<file path="config.mk">
export PLATFORM = sky130hd
export DESIGN_NAME = ucsbece154b_victim_cache_wb_flat
export DESIGN_NICKNAME = d
export VERILOG_FILES = /design/src/rtl/ucsbece154b_victim_cache_wb_if.sv /design/src/rtl/ucsbece154b_victim_cache_wb.sv /design/src/flat_wrapper.sv
export SDC_FILE = /design/constraint.sdc
export NUM_CORES = 2
export LEC_CHECK = 0
export CAP_MARGIN = 20
export CORE_MARGIN = 5
export CORE_UTILIZATION = 40
export DETAILED_ROUTE_END_ITERATION = 8
export DONT_BUFFER_PORTS = 1
export SLEW_MARGIN = 15
export SYNTH_ARGS = -nofsm -noshare
export SYNTH_HDL_FRONTEND = slang
export SYNTH_SLANG_ARGS = --single-unit
</file>
<file path="constraint.sdc">
create_clock -name clk_i -period 13.9 [get_ports clk_i]
set_input_delay 2.78 -clock clk_i [delete_from_list [all_inputs] [get_ports clk_i]]
set_output_delay 2.78 -clock clk_i [all_outputs]
set_load 0.02 [all_outputs]
</file>
<file path="src/rtl/ucsbece154b_victim_cache_wb_if.sv">
// Lookup, fill and writeback bus between the L1 data cache, the victim cache
// and the next memory level. The cache takes the slave modport.
interface ucsbece154b_victim_cache_wb_if #(
  parameter int ADDR_WIDTH = 56,
  parameter int LINE_WIDTH = 128
);
  // lookup / take
  logic [ADDR_WIDTH-1:0] raddr_i;
  logic                  take_i;
  logic                  hit_o;
  logic [LINE_WIDTH-1:0] rdata_o;
  logic                  rdirty_o;
  // fill
  logic                  we_i;
  logic [ADDR_WIDTH-1:0] waddr_i;
  logic [LINE_WIDTH-1:0] wdata_i;
  logic                  wdirty_i;
  logic                  wready_o;
  // writeback to memory
  logic                  wb_valid_o;
  logic                  wb_ready_i;
  logic [ADDR_WIDTH-1:0] wb_addr_o;
  logic [LINE_WIDTH-1:0] wb_data_o;

  modport slave (
    input  raddr_i, take_i, we_i, waddr_i, wdata_i, wdirty_i, wb_ready_i,
    output hit_o, rdata_o, rdirty_o, wready_o, wb_valid_o, wb_addr_o, wb_data_o
  );

  modport master (
    output raddr_i, take_i, we_i, waddr_i, wdata_i, wdirty_i, wb_ready_i,
    input  hit_o, rdata_o, rdirty_o, wready_o, wb_valid_o, wb_addr_o, wb_data_o
  );
endinterface

</file>
<file path="src/rtl/ucsbece154b_victim_cache_wb.sv">
// Fully-associative write-back victim cache. Holds lines evicted from L1,
// hands them back exclusively on an L1 miss (take), and drains dirty lines
// through a one-entry writeback buffer on replacement or on flush.
module ucsbece154b_victim_cache_wb #(
  parameter int ADDR_WIDTH  = 56,
  parameter int LINE_WIDTH  = 128,
  parameter int NR_ENTRIES  = 4,
  parameter int REPLACEMENT = 0   // 0 = LRU, 1 = FIFO
) (
  input  logic clk_i,
  input  logic rst_ni,
  input  logic en_i,
  input  logic flush_i,
  output logic busy_o,
  ucsbece154b_victim_cache_wb_if.slave bus
);

  localparam int OFFSET_WIDTH = $clog2(LINE_WIDTH / 8);
  localparam int TAG_SIZE     = ADDR_WIDTH - OFFSET_WIDTH;
  localparam int IDX_W        = (NR_ENTRIES > 1) ? $clog2(NR_ENTRIES) : 1;

  typedef logic [IDX_W-1:0] idx_t;
  typedef logic [NR_ENTRIES-1:0][IDX_W-1:0] rank_arr_t;
  typedef enum logic {IDLE, FLUSH} state_e;

  localparam idx_t LAST = idx_t'(NR_ENTRIES - 1);

  // entry storage
  logic [NR_ENTRIES-1:0]                valid_q, dirty_q;
  logic [NR_ENTRIES-1:0][TAG_SIZE-1:0]   tag_q;
  logic [NR_ENTRIES-1:0][LINE_WIDTH-1:0] data_q;
  rank_arr_t                             rank_q;

  // control
  state_e state_q;
  idx_t   scan_q;
  logic   busy_q;

  // writeback buffer
  logic                  wb_valid_q;
  logic [TAG_SIZE-1:0]   wb_tag_q;
  logic [LINE_WIDTH-1:0] wb_data_q;

  // Move entry `who` to rank `to`, shifting the ranks in between by one so
  // the ranks stay a permutation. to=0 is a bump, to=LAST is a demotion.
  function automatic rank_arr_t move_rank(input rank_arr_t r, input idx_t who, input idx_t to);
    rank_arr_t o;
    idx_t      old;
    o   = r;
    old = r[who];
    for (int i = 0; i < NR_ENTRIES; i++) begin
      if (to < old && r[i] >= to && r[i] < old)
        o[i] = r[i] + idx_t'(1);
      else if (to > old && r[i] > old && r[i] <= to)
        o[i] = r[i] - idx_t'(1);
    end
    o[who] = to;
    return o;
  endfunction

  logic [TAG_SIZE-1:0] tag_r, tag_w;
  assign tag_r = TAG_SIZE'(bus.raddr_i >> OFFSET_WIDTH);
  assign tag_w = TAG_SIZE'(bus.waddr_i >> OFFSET_WIDTH);

  logic rmatch, wmatch;
  idx_t hit_idx, wmatch_idx;

  // Tag compare for the lookup port and the fill port against current contents.
  always_comb begin
    rmatch     = 1'b0;
    hit_idx    = '0;
    wmatch     = 1'b0;
    wmatch_idx = '0;
    for (int i = 0; i < NR_ENTRIES; i++) begin
      if (valid_q[i] && tag_q[i] == tag_r) begin
        rmatch  = 1'b1;
        hit_idx = idx_t'(i);
      end
      if (valid_q[i] && tag_q[i] == tag_w) begin
        wmatch     = 1'b1;
        wmatch_idx = idx_t'(i);
      end
    end
  end

  logic hit, take, idle;
  assign idle = (state_q == IDLE);
  assign hit  = en_i && idle && rmatch;
  assign take = hit && bus.take_i;

  logic [NR_ENTRIES-1:0]                valid_t, dirty_t, valid_n, dirty_n;
  logic [NR_ENTRIES-1:0][TAG_SIZE-1:0]   tag_n;
  logic [NR_ENTRIES-1:0][LINE_WIDTH-1:0] data_n;
  rank_arr_t                             rank_t, rank_n;
  idx_t victim, fill_idx;
  logic has_inv, victim_dirty, wready, fill, evict_wb;
  logic scan_dirty, scan_step, flush_wb;

  // Next-state of the entry array: take first, then fill, or one flush scan step.
  always_comb begin
    // take / hit effects
    valid_t = valid_q;
    dirty_t = dirty_q;
    rank_t  = rank_q;
    if (take) begin
      valid_t[hit_idx] = 1'b0;
      dirty_t[hit_idx] = 1'b0;
      rank_t           = move_rank(rank_q, hit_idx, LAST);
    end else if (hit && REPLACEMENT == 0) begin
      rank_t = move_rank(rank_q, hit_idx, '0);
    end

    // victim: lowest-index free slot, else the oldest rank
    has_inv = 1'b0;
    victim  = '0;
    for (int i = NR_ENTRIES - 1; i >= 0; i--) begin
      if (!valid_t[i]) begin
        has_inv = 1'b1;
        victim  = idx_t'(i);
      end
    end
    if (!has_inv) begin
      for (int i = 0; i < NR_ENTRIES; i++)
        if (rank_t[i] == LAST) victim = idx_t'(i);
    end
    victim_dirty = valid_t[victim] && dirty_t[victim];

    // a dirty victim needs the buffer empty at this edge; no bypass via wb_ready_i
    wready   = en_i && idle && !(wb_valid_q && victim_dirty);
    fill     = bus.we_i && wready;
    fill_idx = wmatch ? wmatch_idx : victim;
    evict_wb = fill && !wmatch && victim_dirty;

    // flush scan
    scan_dirty = valid_q[scan_q] && dirty_q[scan_q];
    scan_step  = en_i && (state_q == FLUSH) &&
                 (!scan_dirty || !wb_valid_q || bus.wb_ready_i);
    flush_wb   = scan_step && scan_dirty;

    valid_n = valid_t;
    dirty_n = dirty_t;
    tag_n   = tag_q;
    data_n  = data_q;
    rank_n  = rank_t;
    if (fill) begin
      // a taken same-tag entry already has dirty_t cleared, so dirty = wdirty_i
      valid_n[fill_idx] = 1'b1;
      dirty_n[fill_idx] = (wmatch && dirty_t[fill_idx]) || bus.wdirty_i;
      tag_n[fill_idx]   = tag_w;
      data_n[fill_idx]  = bus.wdata_i;
      rank_n            = move_rank(rank_t, fill_idx, '0);
    end
    if (scan_step) begin
      valid_n[scan_q] = 1'b0;
      dirty_n[scan_q] = 1'b0;
      if (scan_q == LAST)
        for (int i = 0; i < NR_ENTRIES; i++) rank_n[i] = idx_t'(i);
    end
  end

  // Entry array registers.
  always_ff @(posedge clk_i or negedge rst_ni) begin
    if (!rst_ni) begin
      valid_q <= '0;
      dirty_q <= '0;
      tag_q   <= '0;
      data_q  <= '0;
      for (int i = 0; i < NR_ENTRIES; i++) rank_q[i] <= idx_t'(i);
    end else begin
      valid_q <= valid_n;
      dirty_q <= dirty_n;
      tag_q   <= tag_n;
      data_q  <= data_n;
      rank_q  <= rank_n;
    end
  end

  // Control FSM: IDLE serves lookups/fills, FLUSH walks every entry once.
  always_ff @(posedge clk_i or negedge rst_ni) begin
    if (!rst_ni) begin
      state_q <= IDLE;
      scan_q  <= '0;
      busy_q  <= 1'b0;
    end else begin
      case (state_q)
        IDLE: begin
          if (flush_i && en_i) begin
            state_q <= FLUSH;
            scan_q  <= '0;
            busy_q  <= 1'b1;
          end
        end
        FLUSH: begin
          if (scan_step) begin
            if (scan_q == LAST) begin
              state_q <= IDLE;
              busy_q  <= 1'b0;
            end else begin
              scan_q <= scan_q + idx_t'(1);
            end
          end
        end
        default: begin
          state_q <= IDLE;
          busy_q  <= 1'b0;
        end
      endcase
    end
  end

  // Writeback buffer: load on dirty eviction or flush, drain on handshake.
  always_ff @(posedge clk_i or negedge rst_ni) begin
    if (!rst_ni) begin
      wb_valid_q <= 1'b0;
      wb_tag_q   <= '0;
      wb_data_q  <= '0;
    end else if (evict_wb) begin
      wb_valid_q <= 1'b1;
      wb_tag_q   <= tag_q[victim];
      wb_data_q  <= data_q[victim];
    end else if (flush_wb) begin
      wb_valid_q <= 1'b1;
      wb_tag_q   <= tag_q[scan_q];
      wb_data_q  <= data_q[scan_q];
    end else if (wb_valid_q && bus.wb_ready_i) begin
      wb_valid_q <= 1'b0;
    end
  end

  assign busy_o         = busy_q;
  assign bus.hit_o      = hit;
  assign bus.rdata_o    = hit ? data_q[hit_idx] : '0;
  assign bus.rdirty_o   = hit && dirty_q[hit_idx];
  assign bus.wready_o   = wready;
  assign bus.wb_valid_o = wb_valid_q;
  assign bus.wb_addr_o  = ADDR_WIDTH'(wb_tag_q) << OFFSET_WIDTH;
  assign bus.wb_data_o  = wb_data_q;

endmodule
</file>
<file path="src/flat_wrapper.sv">
// flat-port wrapper written by rule: the top's interface ports become plain ports
module ucsbece154b_victim_cache_wb_flat 
#(
  parameter int ADDR_WIDTH  = 56,
  parameter int LINE_WIDTH  = 128,
  parameter int NR_ENTRIES  = 4,
  parameter int REPLACEMENT = 0                       
)
  (clk_i, rst_ni, en_i, flush_i, busy_o, bus_raddr_i, bus_take_i, bus_we_i, bus_waddr_i, bus_wdata_i, bus_wdirty_i, bus_wb_ready_i, bus_hit_o, bus_rdata_o, bus_rdirty_o, bus_wready_o, bus_wb_valid_o, bus_wb_addr_o, bus_wb_data_o);
  ucsbece154b_victim_cache_wb_if #(.ADDR_WIDTH(ADDR_WIDTH), .LINE_WIDTH(LINE_WIDTH)) bus_i ();
  input  logic clk_i;
  input  logic rst_ni;
  input  logic en_i;
  input  logic flush_i;
  output logic busy_o;
  input wire logic [$bits(bus_i.raddr_i)-1:0] bus_raddr_i;
  input wire logic [$bits(bus_i.take_i)-1:0] bus_take_i;
  input wire logic [$bits(bus_i.we_i)-1:0] bus_we_i;
  input wire logic [$bits(bus_i.waddr_i)-1:0] bus_waddr_i;
  input wire logic [$bits(bus_i.wdata_i)-1:0] bus_wdata_i;
  input wire logic [$bits(bus_i.wdirty_i)-1:0] bus_wdirty_i;
  input wire logic [$bits(bus_i.wb_ready_i)-1:0] bus_wb_ready_i;
  output wire logic [$bits(bus_i.hit_o)-1:0] bus_hit_o;
  output wire logic [$bits(bus_i.rdata_o)-1:0] bus_rdata_o;
  output wire logic [$bits(bus_i.rdirty_o)-1:0] bus_rdirty_o;
  output wire logic [$bits(bus_i.wready_o)-1:0] bus_wready_o;
  output wire logic [$bits(bus_i.wb_valid_o)-1:0] bus_wb_valid_o;
  output wire logic [$bits(bus_i.wb_addr_o)-1:0] bus_wb_addr_o;
  output wire logic [$bits(bus_i.wb_data_o)-1:0] bus_wb_data_o;
  assign bus_i.raddr_i = bus_raddr_i;
  assign bus_i.take_i = bus_take_i;
  assign bus_i.we_i = bus_we_i;
  assign bus_i.waddr_i = bus_waddr_i;
  assign bus_i.wdata_i = bus_wdata_i;
  assign bus_i.wdirty_i = bus_wdirty_i;
  assign bus_i.wb_ready_i = bus_wb_ready_i;
  assign bus_hit_o = bus_i.hit_o;
  assign bus_rdata_o = bus_i.rdata_o;
  assign bus_rdirty_o = bus_i.rdirty_o;
  assign bus_wready_o = bus_i.wready_o;
  assign bus_wb_valid_o = bus_i.wb_valid_o;
  assign bus_wb_addr_o = bus_i.wb_addr_o;
  assign bus_wb_data_o = bus_i.wb_data_o;
  ucsbece154b_victim_cache_wb #(.ADDR_WIDTH(ADDR_WIDTH), .LINE_WIDTH(LINE_WIDTH), .NR_ENTRIES(NR_ENTRIES), .REPLACEMENT(REPLACEMENT)) u_core (.clk_i(clk_i), .rst_ni(rst_ni), .en_i(en_i), .flush_i(flush_i), .busy_o(busy_o), .bus(bus_i));
endmodule
</file>
After elaboration in Yosys (flattened, before gate mapping)
Cells that the tools add are included.
{"block": "word_totals", "register_bits": 921, "inputBits": 248, "word_cells": 349}
{"block": "op_classes", "n_addsub": 17, "magnitude_cmp": 53, "n_eq_ne": 17, "muxes": 142, "bitwise": 13, "n_reduce_logical": 87}
{"operator": "2-to-1 mux 128 bit", "count": 7}
{"operator": "binary-select mux 128 bit (select 2 bit)", "count": 3}
{"operator": "bitwise mux 512 bit", "count": 1}
{"operator": "== test 52 bit", "count": 8}
{"operator": "2-to-1 mux 52 bit", "count": 5}
{"operator": "demux 128 bit (select 2 bit)", "count": 1}
{"operator": "binary-select mux 52 bit (select 2 bit)", "count": 2}
{"operator": "bitwise mux 208 bit", "count": 1}
{"operator": "2-to-1 mux 2 bit", "count": 61}
{"operator": "demux 52 bit (select 2 bit)", "count": 1}
{"operator": "logical AND 1 bit", "count": 76}
{"operator": "2-to-1 mux 8 bit", "count": 5}
{"operator": "2-to-1 mux 1 bit", "count": 32}
{"operator": "2-to-1 mux 4 bit", "count": 6}
{"operator": "greater-or-equal comparator 2 x 1 -> 1 bit, second input constant", "count": 11}
{"operator": "adder 2 x 1 -> 2 bit, second input constant", "count": 9}
{"operator": "AND 4 bit", "count": 4}
{"operator": "AND 8 bit", "count": 2}
{"operator": "> comparator 2 bit", "count": 8}
{"operator": "<= comparator 2 x 1 -> 1 bit, second input constant", "count": 8}
{"operator": "less-than comparator 2 bit", "count": 8}
{"operator": "inverter 8 bit", "count": 2}
{"operator": "subtractor 2 x 1 -> 2 bit, second input constant", "count": 8}
{"operator": "binary-select mux 1 bit (select 2 bit)", "count": 6}
{"operator": "other kinds (24)", "count": 54}

Depth between registers and ports, before layout
{"block": "depth", "depth_word": 36, "ltp_mapped": 32}

Worst setup path after synthesis
No wires, ideal clock.
{"block": "synth_path", "kind": "input to output", "startpoint": "input bus_raddr_i[11]", "endpoint": "output bus_wready_o", "arrival_time_ps": 7255, "required_time_ps": 11120, "setup_slack_ps": 3865, "path_stages": 22, "path_cell_list": "buf_2 -> xor2_1 -> or4_1 -> or3b_1 -> or3_1 -> a21oi_2 -> nor2_1 -> ha_1 -> a21oi_1 -> nand2_1 -> o31ai_1 -> nand3_1 -> a2bb2oi_1 -> nor2_1 -> ha_1 -> nor2b_1 -> nor3_1 -> o221ai_1 -> and2_1 -> buf_2 -> o211a_1 -> a21oi_2"}
{"block": "synth_between", "elab_chain_cells": 29, "elab_cells_between_ends": 133}
{"item": "start, declared", "line_no": "flat_wrapper.sv:16", "text": "input wire logic [$bits(bus_i.raddr_i)-1:0] bus_raddr_i;"}
{"item": "== test 52 bit", "line_no": "ucsbece154b_victim_cache_wb.sv:75", "text": "if (valid_q[i] && tag_q[i] == tag_r) begin"}
{"item": "logical AND 1 bit", "line_no": "ucsbece154b_victim_cache_wb.sv:75"}
{"item": "2-to-1 mux 1 bit", "line_no": "ucsbece154b_victim_cache_wb.sv:75"}
{"item": "2-to-1 mux 2 bit (2 in series)", "line_no": "ucsbece154b_victim_cache_wb.sv:75"}
{"item": "binary-select mux 2 bit (select 2 bit)", "line_no": "ucsbece154b_victim_cache_wb.sv:50", "text": "old = r[who];"}
{"item": "2-to-1 mux 2 bit (not written as such)", "line_no": "ucsbece154b_victim_cache_wb.sv:50"}
{"item": "> comparator 1 x 2 -> 1 bit or > comparator 2 bit (tied branches)", "line_no": "ucsbece154b_victim_cache_wb.sv:54", "text": "else if (to > old && r[i] > old && r[i] <= to)"}
{"item": "logical AND 1 bit (2 in series)", "line_no": "ucsbece154b_victim_cache_wb.sv:54"}
{"item": "[8 not listed]"}
{"item": "2-to-1 mux 2 bit (4 in series)", "line_no": "ucsbece154b_victim_cache_wb.sv:124", "text": "if (rank_t[i] == LAST) victim = idx_t'(i);"}
{"item": "2-to-1 mux 2 bit", "line_no": "ucsbece154b_victim_cache_wb.sv:122", "text": "if (!has_inv) begin"}
{"item": "binary-select mux 1 bit (select 2 bit)", "line_no": "ucsbece154b_victim_cache_wb.sv:126", "text": "victim_dirty = valid_t[victim] && dirty_t[victim];"}
{"item": "2-to-1 mux 1 bit (not written as such)", "line_no": "ucsbece154b_victim_cache_wb.sv:126"}
{"item": "logical AND 1 bit (*)", "line_no": "ucsbece154b_victim_cache_wb.sv:126"}
{"item": "logical AND 1 bit (*)", "line_no": "ucsbece154b_victim_cache_wb.sv:129", "text": "wready = en_i && idle && !(wb_valid_q && victim_dirty);"}
{"item": "logical NOT 1 bit (*)", "line_no": "ucsbece154b_victim_cache_wb.sv:129"}
{"item": "logical AND 1 bit (*)", "line_no": "ucsbece154b_victim_cache_wb.sv:129"}
{"item": "end, declared", "line_no": "flat_wrapper.sv:26", "text": "output wire logic [$bits(bus_i.wready_o)-1:0] bus_wready_o;"}
Every way passes the cells marked *; elsewhere a longest branch is shown, timed or not. The select of a mux whose other input is x is not followed.

Final worst setup path
{"block": "layout_path", "startpoint": "input bus_raddr_i[17]", "endpoint": "output bus_wready_o"}
Same word-level chain as after synthesis.

==> metrics.csv <==
metric,value,unit
cts_max_path_buffers,3,
grt_pass1_wl,302,mm
clock_latency,0.78,ns
cts_tree,built,
reg2reg_slack,4.23,ns
placed_cells,6339,
layout.nets,4851,
min_period_over_period,0.909,
fin_skew,0.0950,ns
yosys_register_bits,921,
drcViolationCount,0,
clk_pin_slew_worst_paths,0.06,ns
wire_per_inst,32.0,um
ios,565,
gp_congestion,1.05,
fin_ws,1.27,ns
crit_type,input port to output port,
grt.overflow.total,0,
drt_first_pass_iters,6,
synth_cell_types,83,
die_area,147000,um^2
synth.top_cells.by_count,"917 x dfrtp_1, 835 x mux2_2, 541 x nand2_1",
fin_cells,6547,
drt_iter0_markers,4028,
final.fill_count,12900,
numClockSinks,921,
rsz0062_at_grt,no,
ant_nets,0,
p_leak,28.1,nW
tns,0,ns
finalHoldViolations,0,
holdBufCountCts,0,
powerDensity,223,nW/um^2
vias,41500,
total_power,13.7,mW
yosysMostFrequentCell,dfrtp_1,
cts_resized,0,
synth_area,55900,um^2
syn_inst,4819,
cp_slowest_stage_delay,0.89,ns
path_cells,"xnor2_1, nand4_1, nor4_1, nand4_1, buf_4, mux2i_1, nand2_1, and2_1, ha_1, inv_1, a21oi_1, a21oi_1, and2_1, o21ai_0, a311oi_1, ha_1, nor3_1, a21boi_4, buf_4, o21ai_0, o211a_1, a21oi_2",
antenna_found_initial,2,
fp-row-count,137,
cts_setup_buffers,0,
yosys_warnings,0,
status,"complete, no violations",
cp_data_required_time,11.12,ns
numCtsBuffers,108,
grt_pass1_vias,40600,
synthTopCellsByArea,"dfrtp_1 41%, mux2_2 17%, mux4_2 7.2%",
fin_crit,12.63,ns
peakVddDrop,0.159,mV
die_x,384,um
initial_core_util,0.402,
critPathCaptureType,output port,
viasPerCell,6.35,
wirelength,209,mm
layout-drive-gt1-share,0.281,
cp-start-kind,input port,
area_growth,9.80,%
arrival,9.85,ns
slew_headroom,0.103,
cp_slowest_cell,nor4_1,
pre_cts_ws,1.54,ns
dp_hpwl,134,mm
path_max_fanout,39,
hold_path.class,flip-flop to flip-flop,
fmax,0.0791,GHz
synth_area_leader_cell,dfrtp_1,
avgSynthCellArea,11.6,um^2
grt_max_degree,922,
synth_edf_count,0,
core,139000,um^2
cts-htree-levels,3,
globalRouteTotalUtil,0.275,
clockRootBuffer,clkbuf_16,
setup-violations-final,0,
tightestPinTransition,1.34,ns
drv_cap,0,
whs,0.554,ns
die_y,384,um
synth-seq-area-share,0.412,
postSynth.asyncResetShare,1.00,
io_buffer_count,0,
synth_ff_type,dfrtp_1,
synth_top_area_frac,0.410,
drv_slew,0,
[final timing paths]
path / depth (start not counted) / from / to
min: 1 / u_core.data_q[230]$_DFFE_PN0P_ / u_core.data_q[230]$_DFFE_PN0P_
min in group asynchronous: 0 / rst_ni / u_core.wb_tag_q[26]$_DFFE_PN0P_
max reg2reg: 26 / u_core.tag_q[65]$_DFFE_PN0P_ / u_core.tag_q[99]$_DFFE_PN0P_
max: 22 / bus_raddr_i[17] / bus_wready_o
min reg2reg: 1 / u_core.data_q[230]$_DFFE_PN0P_ / u_core.data_q[230]$_DFFE_PN0P_
max in group asynchronous: 4 / rst_ni / u_core.data_q[461]$_DFFE_PN0P_
[worst max-delay path: cells and delay by family]
| kind | cells | cell delay (ns) |
|---|---|---|
| AOI/OAI and AO/OA | 8 | 2.27 |
| xor gates and xnor gates | 1 | 0.41 |
| adders and majority gates | 2 | 0.51 |
| buffers and inverters | 3 | 1.12 |
| muxes | 1 | 0.31 |
| and+or+nand+nor | 7 | 2.43 |
[power by group]
part	switching [mW]	internal, mW
clock network	1.26	1.79
logic	2.30	2.66
registers	1.85	3.82
[state kept, by name, indices dropped and copies added (netlist names)]
name / flops
u_core.rank_q: 8
u_core.scan_q: 2
u_core.state_q: 1
u_core.bus.wb_valid_o: 1
u_core.data_q: 512
u_core.dirty_q: 4
u_core.bus.wb_data_o: 128
u_core.tag_q: 208
u_core.busy_o: 1
u_core.valid_q: 4
u_core.wb_tag_q: 52
[area by class of cell]
type / count / area [um^2] / share of cell area
inverters: 75 / 282 / 0.00458
well taps: 1876 / 2350 / 0.0382
diodes: 1 / 2.50 / 0.0000407
repair buffers: 73 / 893 / 0.0145
clock inverters: 48 / 723 / 0.0118
flip-flops and latches: 921 / 23100 / 0.375
clock buffers: 149 / 3100 / 0.0504
multi-input cells: 3404 / 31000 / 0.505
[per-layer routing]
metal / track usage / part of all wire / vias to the layer above
met5: 0 / 0.000081 / -
met4: 0.100 / 0.044 / 2
met3: 0.0917 / 0.10 / 411
met2: 0.428 / 0.46 / 1831
met1: 0.357 / 0.40 / 21700
li1: - / - / 17600
[kinds of logic after synthesis]
group,after synthesis,share of synthesized area
DFF,921,0.412
other,1,0.0000670
xor gates and xnor gates,369,0.0579
and+or+nand+nor,963,0.0830
adders and majority gates,20,0.00447
AOI/OAI and AO/OA,725,0.111
buffers and inverters,497,0.0356
muxes,1323,0.296
[stage by stage]
step	area (um^2)	util
6_report	61400	0.441
5_1_grt	61400	0.441
4_1_cts	61200	0.440
3_5_place_dp	57400	0.412
3_3_place_gp	57400	0.412
2_1_floorplan	56000	-
[layout by cell type, fill, tap and decap left out, types with 25 or more instances in the layout]
cell type and n:
clkbuf_16 108, nor2_1 25, mux4_2 180, nand4_1 68, xor2_1 165, buf_4 40, nor4_1 76, xnor2_1 203
a211oi_1 129, mux2i_1 308, o21ai_0 83, dfrtp_1 915, nand2b_1 25, a221o_1 181, and3_1 133, o211a_1 181
inv_1 74, mux2_2 835, nand2_1 539
(Power assumes the default switching activity.)
